==> config.mk <==
export PLATFORM = sky130hd
export DESIGN_NAME = truth_table_bist4_flat
export DESIGN_NICKNAME = d
export VERILOG_FILES = /design/src/rtl/truth_table_bist4_pkg.sv /design/src/rtl/truth_table_bist4_if.sv /design/src/rtl/truth_table_bist4_settle_timer.sv /design/src/rtl/truth_table_bist4.sv /design/src/flat_wrapper.sv
export SDC_FILE = /design/constraint.sdc
export NUM_CORES = 1
export LEC_CHECK = 0
export BUFFER_PORTS_ARGS = -buffer_cell sky130_fd_sc_hd__buf_2
export CORE_AREA = 10 10 70 72
export DETAILED_ROUTE_END_ITERATION = 12
export DIE_AREA = 0 0 80 82
export PLACE_DENSITY_LB_ADDON = 0.12
export SYNTH_ARGS = -nofsm -noshare
export SYNTH_HDL_FRONTEND = slang
export SYNTH_HIERARCHICAL = 1
export SYNTH_SLANG_ARGS = --single-unit
==> constraint.sdc <==
create_clock -name clk -period 2.7 [get_ports clk]
set_clock_uncertainty 0.15 [all_clocks]
set_input_delay 0.54 -clock clk [delete_from_list [all_inputs] [get_ports clk]]
set_output_delay 0.54 -clock clk [all_outputs]
set_load 0.005 [all_outputs]
==> src/rtl/truth_table_bist4_pkg.sv <==
// Shared types and sizing for the 4-input truth-table BIST engine.
package bist4_pkg;

    typedef enum logic [1:0] {
        IDLE = 2'd0,
        RUN  = 2'd1,
        DONE = 2'd2
    } state_t;

    localparam int VEC_N    = 16;
    localparam int IDX_W    = 4;
    localparam int ERR_W    = 5;
    localparam int SETTLE_W = 4;

    localparam logic [IDX_W-1:0] IDX_LAST = 4'd15;

    // Expected response for one vector of a packed truth table.
    function automatic logic expected_bit(input logic [VEC_N-1:0] table_v,
                                          input logic [IDX_W-1:0] idx_v);
        return table_v[idx_v];
    endfunction

endpackage

==> src/rtl/truth_table_bist4_if.sv <==
// Bundle of stimulus, response and result signals between a host and the BIST engine.
interface truth_table_bist4_if;

    logic                         start;
    logic                         a;
    logic                         b;
    logic                         c;
    logic                         d;
    logic                         y;
    logic                         busy;
    logic                         done;
    logic                         pass;
    logic [bist4_pkg::ERR_W-1:0]  err_count;
    logic                         first_fail_valid;
    logic [bist4_pkg::IDX_W-1:0]  first_fail_idx;

    modport master (
        output start,
        output y,
        input  a,
        input  b,
        input  c,
        input  d,
        input  busy,
        input  done,
        input  pass,
        input  err_count,
        input  first_fail_valid,
        input  first_fail_idx
    );

    modport slave (
        input  start,
        input  y,
        output a,
        output b,
        output c,
        output d,
        output busy,
        output done,
        output pass,
        output err_count,
        output first_fail_valid,
        output first_fail_idx
    );

endinterface

==> src/rtl/truth_table_bist4_settle_timer.sv <==
// Loadable down-counter that paces how long each vector is held before sampling.
module settle_timer
    import bist4_pkg::*;
(
    input  logic                clk,
    input  logic                rst_n,
    input  logic                load,
    input  logic [SETTLE_W-1:0] load_val,
    input  logic                en,
    output logic                zero
);

    logic [SETTLE_W-1:0] count_r;

    // Counter register: load has priority, decrement saturates at zero.
    always_ff @(posedge clk or negedge rst_n) begin
        if (!rst_n) begin
            count_r <= {SETTLE_W{1'b0}};
        end else if (load) begin
            count_r <= load_val;
        end else if (en && (count_r != {SETTLE_W{1'b0}})) begin
            count_r <= count_r - {{(SETTLE_W-1){1'b0}}, 1'b1};
        end else begin
            count_r <= count_r;
        end
    end

    assign zero = (count_r == {SETTLE_W{1'b0}});

endmodule

==> src/rtl/truth_table_bist4.sv <==
// On-chip stimulus/response engine: walks all 16 vectors of a 4-input block and
// compares its output against a fixed expected truth table.
module truth_table_bist4
    import bist4_pkg::*;
#(
    parameter logic [15:0] TRUTH_TABLE   = 16'h0000,
    parameter int unsigned SETTLE_CYCLES = 0
) (
    input  logic              clk,
    input  logic              rst_n,
    truth_table_bist4_if.slave bus
);

    localparam logic [SETTLE_W-1:0] SETTLE_LD = SETTLE_W'(SETTLE_CYCLES);

    state_t             state_r,  state_nxt_s;
    logic [IDX_W-1:0]   idx_r,    idx_nxt_s;
    logic [IDX_W-1:0]   vec_r,    vec_nxt_s;
    logic               busy_r,   busy_nxt_s;
    logic               done_r,   done_nxt_s;
    logic               pass_r,   pass_nxt_s;
    logic [ERR_W-1:0]   err_r,    err_nxt_s;
    logic               ffv_r,    ffv_nxt_s;
    logic [IDX_W-1:0]   ffi_r,    ffi_nxt_s;
    logic               miss_s;
    logic               tmr_load_s;
    logic               tmr_en_s;
    logic               tmr_zero_s;

    settle_timer u_settle_timer (
        .clk      (clk),
        .rst_n    (rst_n),
        .load     (tmr_load_s),
        .load_val (SETTLE_LD),
        .en       (tmr_en_s),
        .zero     (tmr_zero_s)
    );

    // State register.
    always_ff @(posedge clk or negedge rst_n) begin
        if (!rst_n) begin
            state_r <= IDLE;
        end else begin
            state_r <= state_nxt_s;
        end
    end

    // Next-state and next-output logic; a start arriving on the final sample edge is ignored.
    always_comb begin
        state_nxt_s = state_r;
        idx_nxt_s   = idx_r;
        vec_nxt_s   = vec_r;
        busy_nxt_s  = busy_r;
        done_nxt_s  = done_r;
        err_nxt_s   = err_r;
        ffv_nxt_s   = ffv_r;
        ffi_nxt_s   = ffi_r;
        tmr_load_s  = 1'b0;
        tmr_en_s    = 1'b0;
        miss_s      = 1'b0;

        case (state_r)
            IDLE, DONE: begin
                if (bus.start) begin
                    state_nxt_s = RUN;
                    idx_nxt_s   = {IDX_W{1'b0}};
                    vec_nxt_s   = {IDX_W{1'b0}};
                    busy_nxt_s  = 1'b1;
                    done_nxt_s  = 1'b0;
                    err_nxt_s   = {ERR_W{1'b0}};
                    ffv_nxt_s   = 1'b0;
                    ffi_nxt_s   = {IDX_W{1'b0}};
                    tmr_load_s  = 1'b1;
                end else begin
                    state_nxt_s = state_r;
                end
            end
            RUN: begin
                if (tmr_zero_s) begin
                    miss_s = bus.y ^ expected_bit(TRUTH_TABLE, idx_r);
                    if (miss_s) begin
                        err_nxt_s = err_r + {{(ERR_W-1){1'b0}}, 1'b1};
                        if (!ffv_r) begin
                            ffv_nxt_s = 1'b1;
                            ffi_nxt_s = idx_r;
                        end else begin
                            ffv_nxt_s = ffv_r;
                        end
                    end else begin
                        err_nxt_s = err_r;
                    end
                    if (idx_r != IDX_LAST) begin
                        idx_nxt_s  = idx_r + {{(IDX_W-1){1'b0}}, 1'b1};
                        vec_nxt_s  = idx_r + {{(IDX_W-1){1'b0}}, 1'b1};
                        tmr_load_s = 1'b1;
                    end else begin
                        state_nxt_s = DONE;
                        vec_nxt_s   = {IDX_W{1'b0}};
                        busy_nxt_s  = 1'b0;
                        done_nxt_s  = 1'b1;
                    end
                end else begin
                    tmr_en_s = 1'b1;
                end
            end
            default: begin
                state_nxt_s = IDLE;
                idx_nxt_s   = {IDX_W{1'b0}};
                vec_nxt_s   = {IDX_W{1'b0}};
                busy_nxt_s  = 1'b0;
                done_nxt_s  = 1'b0;
                err_nxt_s   = {ERR_W{1'b0}};
                ffv_nxt_s   = 1'b0;
                ffi_nxt_s   = {IDX_W{1'b0}};
            end
        endcase

        pass_nxt_s = done_nxt_s & (err_nxt_s == {ERR_W{1'b0}});
    end

    // Datapath and output registers.
    always_ff @(posedge clk or negedge rst_n) begin
        if (!rst_n) begin
            idx_r  <= {IDX_W{1'b0}};
            vec_r  <= {IDX_W{1'b0}};
            busy_r <= 1'b0;
            done_r <= 1'b0;
            pass_r <= 1'b0;
            err_r  <= {ERR_W{1'b0}};
            ffv_r  <= 1'b0;
            ffi_r  <= {IDX_W{1'b0}};
        end else begin
            idx_r  <= idx_nxt_s;
            vec_r  <= vec_nxt_s;
            busy_r <= busy_nxt_s;
            done_r <= done_nxt_s;
            pass_r <= pass_nxt_s;
            err_r  <= err_nxt_s;
            ffv_r  <= ffv_nxt_s;
            ffi_r  <= ffi_nxt_s;
        end
    end

    assign bus.a                = vec_r[3];
    assign bus.b                = vec_r[2];
    assign bus.c                = vec_r[1];
    assign bus.d                = vec_r[0];
    assign bus.busy             = busy_r;
    assign bus.done             = done_r;
    assign bus.pass             = pass_r;
    assign bus.err_count        = err_r;
    assign bus.first_fail_valid = ffv_r;
    assign bus.first_fail_idx   = ffi_r;

endmodule

==> src/flat_wrapper.sv <==
// flat-port wrapper written by rule: the top's interface ports become plain ports
module truth_table_bist4_flat import bist4_pkg::*;
#(
    parameter logic [15:0] TRUTH_TABLE   = 16'h0000,
    parameter int unsigned SETTLE_CYCLES = 0
)
  (clk, rst_n, bus_start, bus_y, bus_a, bus_b, bus_c, bus_d, bus_busy, bus_done, bus_pass, bus_err_count, bus_first_fail_valid, bus_first_fail_idx);
  truth_table_bist4_if bus_i ();
  input  logic clk;
  input  logic rst_n;
  input wire logic [$bits(bus_i.start)-1:0] bus_start;
  input wire logic [$bits(bus_i.y)-1:0] bus_y;
  output wire logic [$bits(bus_i.a)-1:0] bus_a;
  output wire logic [$bits(bus_i.b)-1:0] bus_b;
  output wire logic [$bits(bus_i.c)-1:0] bus_c;
  output wire logic [$bits(bus_i.d)-1:0] bus_d;
  output wire logic [$bits(bus_i.busy)-1:0] bus_busy;
  output wire logic [$bits(bus_i.done)-1:0] bus_done;
  output wire logic [$bits(bus_i.pass)-1:0] bus_pass;
  output wire logic [$bits(bus_i.err_count)-1:0] bus_err_count;
  output wire logic [$bits(bus_i.first_fail_valid)-1:0] bus_first_fail_valid;
  output wire logic [$bits(bus_i.first_fail_idx)-1:0] bus_first_fail_idx;
  assign bus_i.start = bus_start;
  assign bus_i.y = bus_y;
  assign bus_a = bus_i.a;
  assign bus_b = bus_i.b;
  assign bus_c = bus_i.c;
  assign bus_d = bus_i.d;
  assign bus_busy = bus_i.busy;
  assign bus_done = bus_i.done;
  assign bus_pass = bus_i.pass;
  assign bus_err_count = bus_i.err_count;
  assign bus_first_fail_valid = bus_i.first_fail_valid;
  assign bus_first_fail_idx = bus_i.first_fail_idx;
  truth_table_bist4 #(.TRUTH_TABLE(TRUTH_TABLE), .SETTLE_CYCLES(SETTLE_CYCLES)) u_core (.clk(clk), .rst_n(rst_n), .bus(bus_i));
endmodule
# Word-level counts from Yosys, hierarchy flattened
# Memory sizes are Yosys's and may differ from the RTL's.
# Index checks and enable logic that the tools add are counted.
# word_totals
word_cells,78
ff_bits,27
n_memories,1
romBits,16
# mem_list
name,depth,width,rd,rd_ports_with_merged_regs,wr,line,rtl
(no name shown),16,1,1,0,0,truth_table_bist4_pkg.sv:20,return table_v[idx_v];
# classes
eq_ne,9
reduce_logical,12
magnitude_cmp,1
mux,40
n_bitwise,2
add_sub_neg,3
# op_table
operator,n
$mux 4,10
$pmux 4 s2,3
$mux 1,15
$mux 5,3
$pmux 5 s2,1
$reduce_and 3->1,3
$pmux 1 s2,4
$mux 2,3
$ne 2x1->1 const B,3
$ne 2x2->1 const B,3
$add 5x1->5 const B,1
$logic_not 5->1,1
$lt 4x5->1 const B,1
$add 4x1->4 const B,1
$logic_not 4->1,1
$ne 4x4->1 const B,1
$pmux 2 s2,1
$reduce_and 4->1,1
$reduce_bool 4->1,1
$sub 4x1->4 const B,1
$eq 2x1->1 const B,1
$eq 2x2->1 const B,1
$logic_not 2->1,1
$reduce_and 2->1,1
5 further kinds,5

# Depth between registers and ports, before layout
# depth
word_depth,8
depth_mapped,9

# By module
# Netlist, hierarchy kept.
# modules_own_cells
mod,cells_per_inst,seq_area_each_um2,area_per_inst_um2,n_inst
truth_table_bist4,105,575.6,1092.3,1
settle_timer,27,100.1,270.3,1

# Least setup slack after synthesis
# Ideal clock, no wire load.
# synth_timing
path_kind,register to register
startpoint,register u_core.u_settle_timer.count_r[0]
endpoint,register u_core.u_settle_timer.count_r[1]
slack_ps,569
required_ps,2470
arrival_ps,1900
setup_time_ps,80
stages_incl_launch_ff,10
path_cell_list,dfrtp_1 > inv_1 > ha_1 > nor3b_2 > buf_2 > nand3_1 > nand2_1 > buf_6 > or4_1 > o211ai_2
# synth_lines
element,line,rtl
start: declaration,truth_table_bist4_settle_timer.sv:13,logic [SETTLE_W-1:0] count_r;
start signal: assignment,truth_table_bist4_settle_timer.sv:18,count_r <= {SETTLE_W{1'b0}};
start signal: assignment,truth_table_bist4_settle_timer.sv:20,count_r <= load_val;
start signal: assignment,truth_table_bist4_settle_timer.sv:22,"count_r <= count_r - {{(SETTLE_W-1){1'b0}}, 1'b1};"
$logic_not 4->1 *,truth_table_bist4_settle_timer.sv:28,assign zero = (count_r == {SETTLE_W{1'b0}});
named net u_core.tmr_zero_s,truth_table_bist4.sv:28,logic tmr_zero_s;
$mux 1 *,truth_table_bist4.sv:79,if (tmr_zero_s) begin
$pmux 1 s2 *,truth_table_bist4.sv:62,case (state_r)
named net u_core.tmr_load_s,truth_table_bist4.sv:26,logic tmr_load_s;
$mux 4 or $reduce_bool 2->1 (tied branches),n/a,
# The timed path passes the listed nets; every way through them passes the cells marked *. The select of a mux whose other input is x is not followed.
# A chain may end at the register's enable or synchronous reset.

# Final worst setup path
# Same ends and word-level chain as after synthesis.

==> impl_results.rst <==
.. list-table::
   :header-rows: 1

   * - Metric
     - Value
   * - Outcome
     - completed
   * - Most instantiated library cell after synthesis
     - sky130_fd_sc_hd__dfrtp_1
   * - Residual DRC count
     - 0
   * - Endpoint of the lowest-slack register-to-register path
     - u_core/u_settle_timer/count_r[1]$_DFFE_PN0P_
   * - Starting DRC count in detailed routing
     - 51
   * - Area growth syn-to-layout
     - 12.9%
   * - FP Rows
     - 22
   * - Share of synthesized area occupied by flip-flops and latches
     - 0.496
   * - Die height
     - 82 µm
   * - CTS tree
     - yes
   * - Combinational family with the most area after synthesis
     - simple AND/OR/NAND/NOR gates
   * - Root buf cell
     - sky130_fd_sc_hd__clkbuf_4
   * - Cell types with the highest counts after synthesis
     - sky130_fd_sc_hd__dfrtp_1, sky130_fd_sc_hd__nand2_1, sky130_fd_sc_hd__o21ai_0
   * - Reg2Reg Depth
     - 8
   * - Number of instances in the synthesized netlist
     - 132
   * - Total Wirelength
     - ~3.0 mm
   * - Floorplan core area
     - 3580 µm²
   * - Post-Layout Cell Count
     - 203
   * - Largest net degree at the start of global routing
     - 28
   * - Relative max-transition margin
     - 0.605
   * - Total of cells resized after clock tree synthesis
     - 0
   * - Fillcell total
     - 369
   * - Clock buffer depth
     - 2
   * - Unique masters post-synth
     - 43
   * - Number of buffers inserted by post-CTS setup repair
     - 0
   * - Async set-reset flop share out of synthesis
     - 1.00
   * - Type of element capturing the critical path
     - flip-flop
   * - Post-Synth Simple-Gate Area
     - 0.222
   * - Final period util
     - 0.875
   * - Critical path class
     - flip-flop to flip-flop
   * - Global-route wire length before repair
     - 5.23 mm
   * - Critical path required time
     - 2800 ps
   * - Final setup viols
     - 0
   * - Biggest cell delay along the critical path
     - approximately 600 ps
   * - Largest area contributor in the synthesized netlist
     - sky130_fd_sc_hd__dfrtp_1
   * - Peak ir drop on the vdd network
     - 0.000313 V
   * - Cell area after technology mapping
     - 1360 µm²
   * - Total iterations of the first detailed-routing run
     - 4
   * - Hold Vio Cnt, Final
     - 0
   * - Power per unit of standard cell area
     - 870 nW/µm²
   * - Clk sink count
     - 27
   * - Adder-cell share of the synthesized area
     - 0.0275
   * - Initial antenna violation count
     - 0
   * - P_leak
     - roughly 0.77 nW
   * - Placed cells
     - 199
   * - Post-synthesis register bit count
     - 27
   * - Average wire per cell in the routed design
     - 14.8 µm
   * - Synth Area in XOR/XNOR
     - 0.0129
   * - Number of max-cap violations
     - 0
   * - # nets final
     - 163
   * - Number of hold buffers added after CTS
     - 0
   * - Crit path setup slack, layout
     - 336 ps
   * - Actual transition at the worst max-transition pin
     - 593 ps
   * - Number of CTS-inserted buffers
     - 3
   * - IO buf count
     - 20
   * - Multiplexer area fraction after synthesis
     - 0.0239
   * - Classification of the worst-slack hold path
     - input port to asynchronous set/reset pin
   * - Worst slack, placed
     - ~370 ps
   * - Antenna-violating nets left
     - 0
   * - Slew Viols, Final
     - 0
   * - Diode count
     - 0
   * - Max Fanout on Critical Path
     - 17
   * - Proportion of layout cells with a drive suffix above 1
     - 0.219
   * - Setup TNS Final
     - 0 ps
   * - Synth area leaders
     - sky130_fd_sc_hd__dfrtp_1, sky130_fd_sc_hd__nand2_1, sky130_fd_sc_hd__a22o_1, sky130_fd_sc_hd__o21ai_0, sky130_fd_sc_hd__ha_1
   * - H-Tree Level Count
     - 1
   * - Initial Util
     - 0.381
   * - Die X-Extent
     - around 80 µm
   * - Reg2reg start
     - u_core/u_settle_timer/count_r[0]$_DFFE_PN0P_
   * - Post-detailed-route via-to-cell ratio
     - 5.27
   * - Prevailing post-synth register cell
     - sky130_fd_sc_hd__dfrtp_1
   * - Smallest hold slack
     - 41.9 ps
   * - RSZ-0062 raised after global routing
     - false
   * - Data arrival time of the critical path
     - 2460 ps
   * - Clock latency at the later pin of the worst-skew pair
     - 330 ps
   * - Clock transition at the registers of the reported paths
     - around 150 ps
   * - Number of global-route vias before repair
     - around 1100
   * - Total number of yosys warnings
     - 6
   * - Placed cell area
     - 1510 µm²
   * - Highest clock rate
     - 0.423 GHz
   * - Leftover overflow at the end of global routing
     - 0
   * - Count of flip-flops with a built-in enable after synthesis
     - 0
   * - Mean post-synth cell area
     - 10.3 µm²
   * - Via count
     - 1070
   * - Overall global routing resource usage
     - 0.0993
   * - Sort of element at the start of the critical path
     - flip-flop
   * - R2R setup slack
     - 340 ps
   * - Min cycle time layout
     - 2360 ps
   * - Floorplan die area
     - between 6000 and 7000 µm²
   * - Post-synth top area share
     - 0.496
   * - Crit path cell chain
     - inv_1, ha_1, nor3b_2, buf_4, nand3_1, nand2_1, or4_1, o211ai_2
   * - Share of the synthesized area in compound gates (AO/OA/AOI/OAI)
     - 0.182
   * - Half-perimeter wire length after detailed placement
     - 2.25 mm
   * - Gp weighted congestion
     - 0.788
   * - Count of pins on the block boundary
     - 21
   * - Slowest CP cell
     - sky130_fd_sc_hd__or4_1
   * - Final standard cell area without fillers
     - 1540 µm²
==> sequential cells by signal, indices dropped and copies added (netlist names) <==
name                           cells
u_core/bus.pass                    1
u_core/u_settle_timer/count_r      4
u_core/idx_r                       4
u_core/bus.first_fail_valid        1
u_core/bus.first_fail_idx          4
u_core/bus.err_count               5
u_core/bus.busy                    1
u_core/bus.done                    1
u_core/state_r                     2
u_core/vec_r                       4
==> report_power, final <==
group / switching [mW] / leakage, nW / internal [mW]
clock network: 0.118 / 0.0177 / 0.0555
registers: 0.115 / 0.352 / 0.517
logic: 0.271 / 0.397 / 0.261
==> cell families after synthesis <==
family	after synthesis
AO/OA/AOI/OAI	35
adder cells (fa/ha/maj)	3
multiplexers	3
AND/OR/NAND/NOR	52
other	1
buffers and inverters	9
XOR/XNOR	2
flip-flops	27
==> cell type report <==
type,count,area (µm²),share of cell area
Clock inverter,1,5.00,0.00325
Tap cell,48,60.1,0.0390
Clock buffer,3,22.5,0.0146
Inverter,4,15.0,0.00976
Multi-Input combinational cell,99,653,0.424
Timing Repair Buffer,21,108,0.0699
Sequential cell,27,676,0.439
==> metal layers <==
layer  vias to the layer above  global-route usage  routed length [µm]
li1                        534                   -                   -
met1                       511               0.117                1360
met2                        19               0.167                1510
met3                         6              0.0207                  88
met4                         0              0.0511                  55
met5                         -                   0                   0
==> layout by cell type, fill, tap and decap left out, types with 4 or more instances in the layout <==
cell type and count:
sky130_fd_sc_hd__dfrtp_1 27, sky130_fd_sc_hd__buf_2 20, sky130_fd_sc_hd__nand2_1 18, sky130_fd_sc_hd__o21ai_0 11, sky130_fd_sc_hd__a22o_1 7, sky130_fd_sc_hd__nand3_1 5
sky130_fd_sc_hd__nor2_1 5, sky130_fd_sc_hd__inv_1 4, sky130_fd_sc_hd__a21oi_1 4, sky130_fd_sc_hd__nor3_1 4, sky130_fd_sc_hd__conb_1 4
==> critical path: cells and delay by family (launching register included) <==
| kind | cells | cell delay, ps |
|---|---|---|
| compound gates | 1 | 100 |
| fa+ha+maj | 1 | 230 |
| buf+inv | 2 | 250 |
| flops | 1 | 430 |
| simple gates | 4 | 1130 |
==> how the worst max path moves through the flow <==
| stage | startpoint | to | slack (ps) | depth (start not counted) |
|---|---|---|---|---|
| 2_1_floorplan | u_core/u_settle_timer/count_r[0]$_DFFE_PN0P_ | u_core/u_settle_timer/count_r[1]$_DFFE_PN0P_ | 570 | 9 |
| 3_3_place_gp | u_core/u_settle_timer/count_r[0]$_DFFE_PN0P_ | u_core/u_settle_timer/count_r[1]$_DFFE_PN0P_ | 490 | 8 |
| 3_5_place_dp | u_core/u_settle_timer/count_r[0]$_DFFE_PN0P_ | u_core/u_settle_timer/count_r[1]$_DFFE_PN0P_ | 370 | 8 |
| 4_1_cts | u_core/u_settle_timer/count_r[0]$_DFFE_PN0P_ | u_core/u_settle_timer/count_r[1]$_DFFE_PN0P_ | 330 | 8 |
| 5_1_grt | u_core/u_settle_timer/count_r[0]$_DFFE_PN0P_ | u_core/u_settle_timer/count_r[1]$_DFFE_PN0P_ | 150 | 8 |
| 6_report | u_core/u_settle_timer/count_r[0]$_DFFE_PN0P_ | u_core/u_settle_timer/count_r[1]$_DFFE_PN0P_ | 340 | 8 |
==> stage by stage <==
stage               utilization  total power, mW
global route              0.430             1.48
floorplan                     -             1.02
global placement          0.422             1.16
detailed placement        0.422             1.18
CTS                       0.430             1.37
finish                    0.430             1.34
Power figures use the tool's default switching activity.
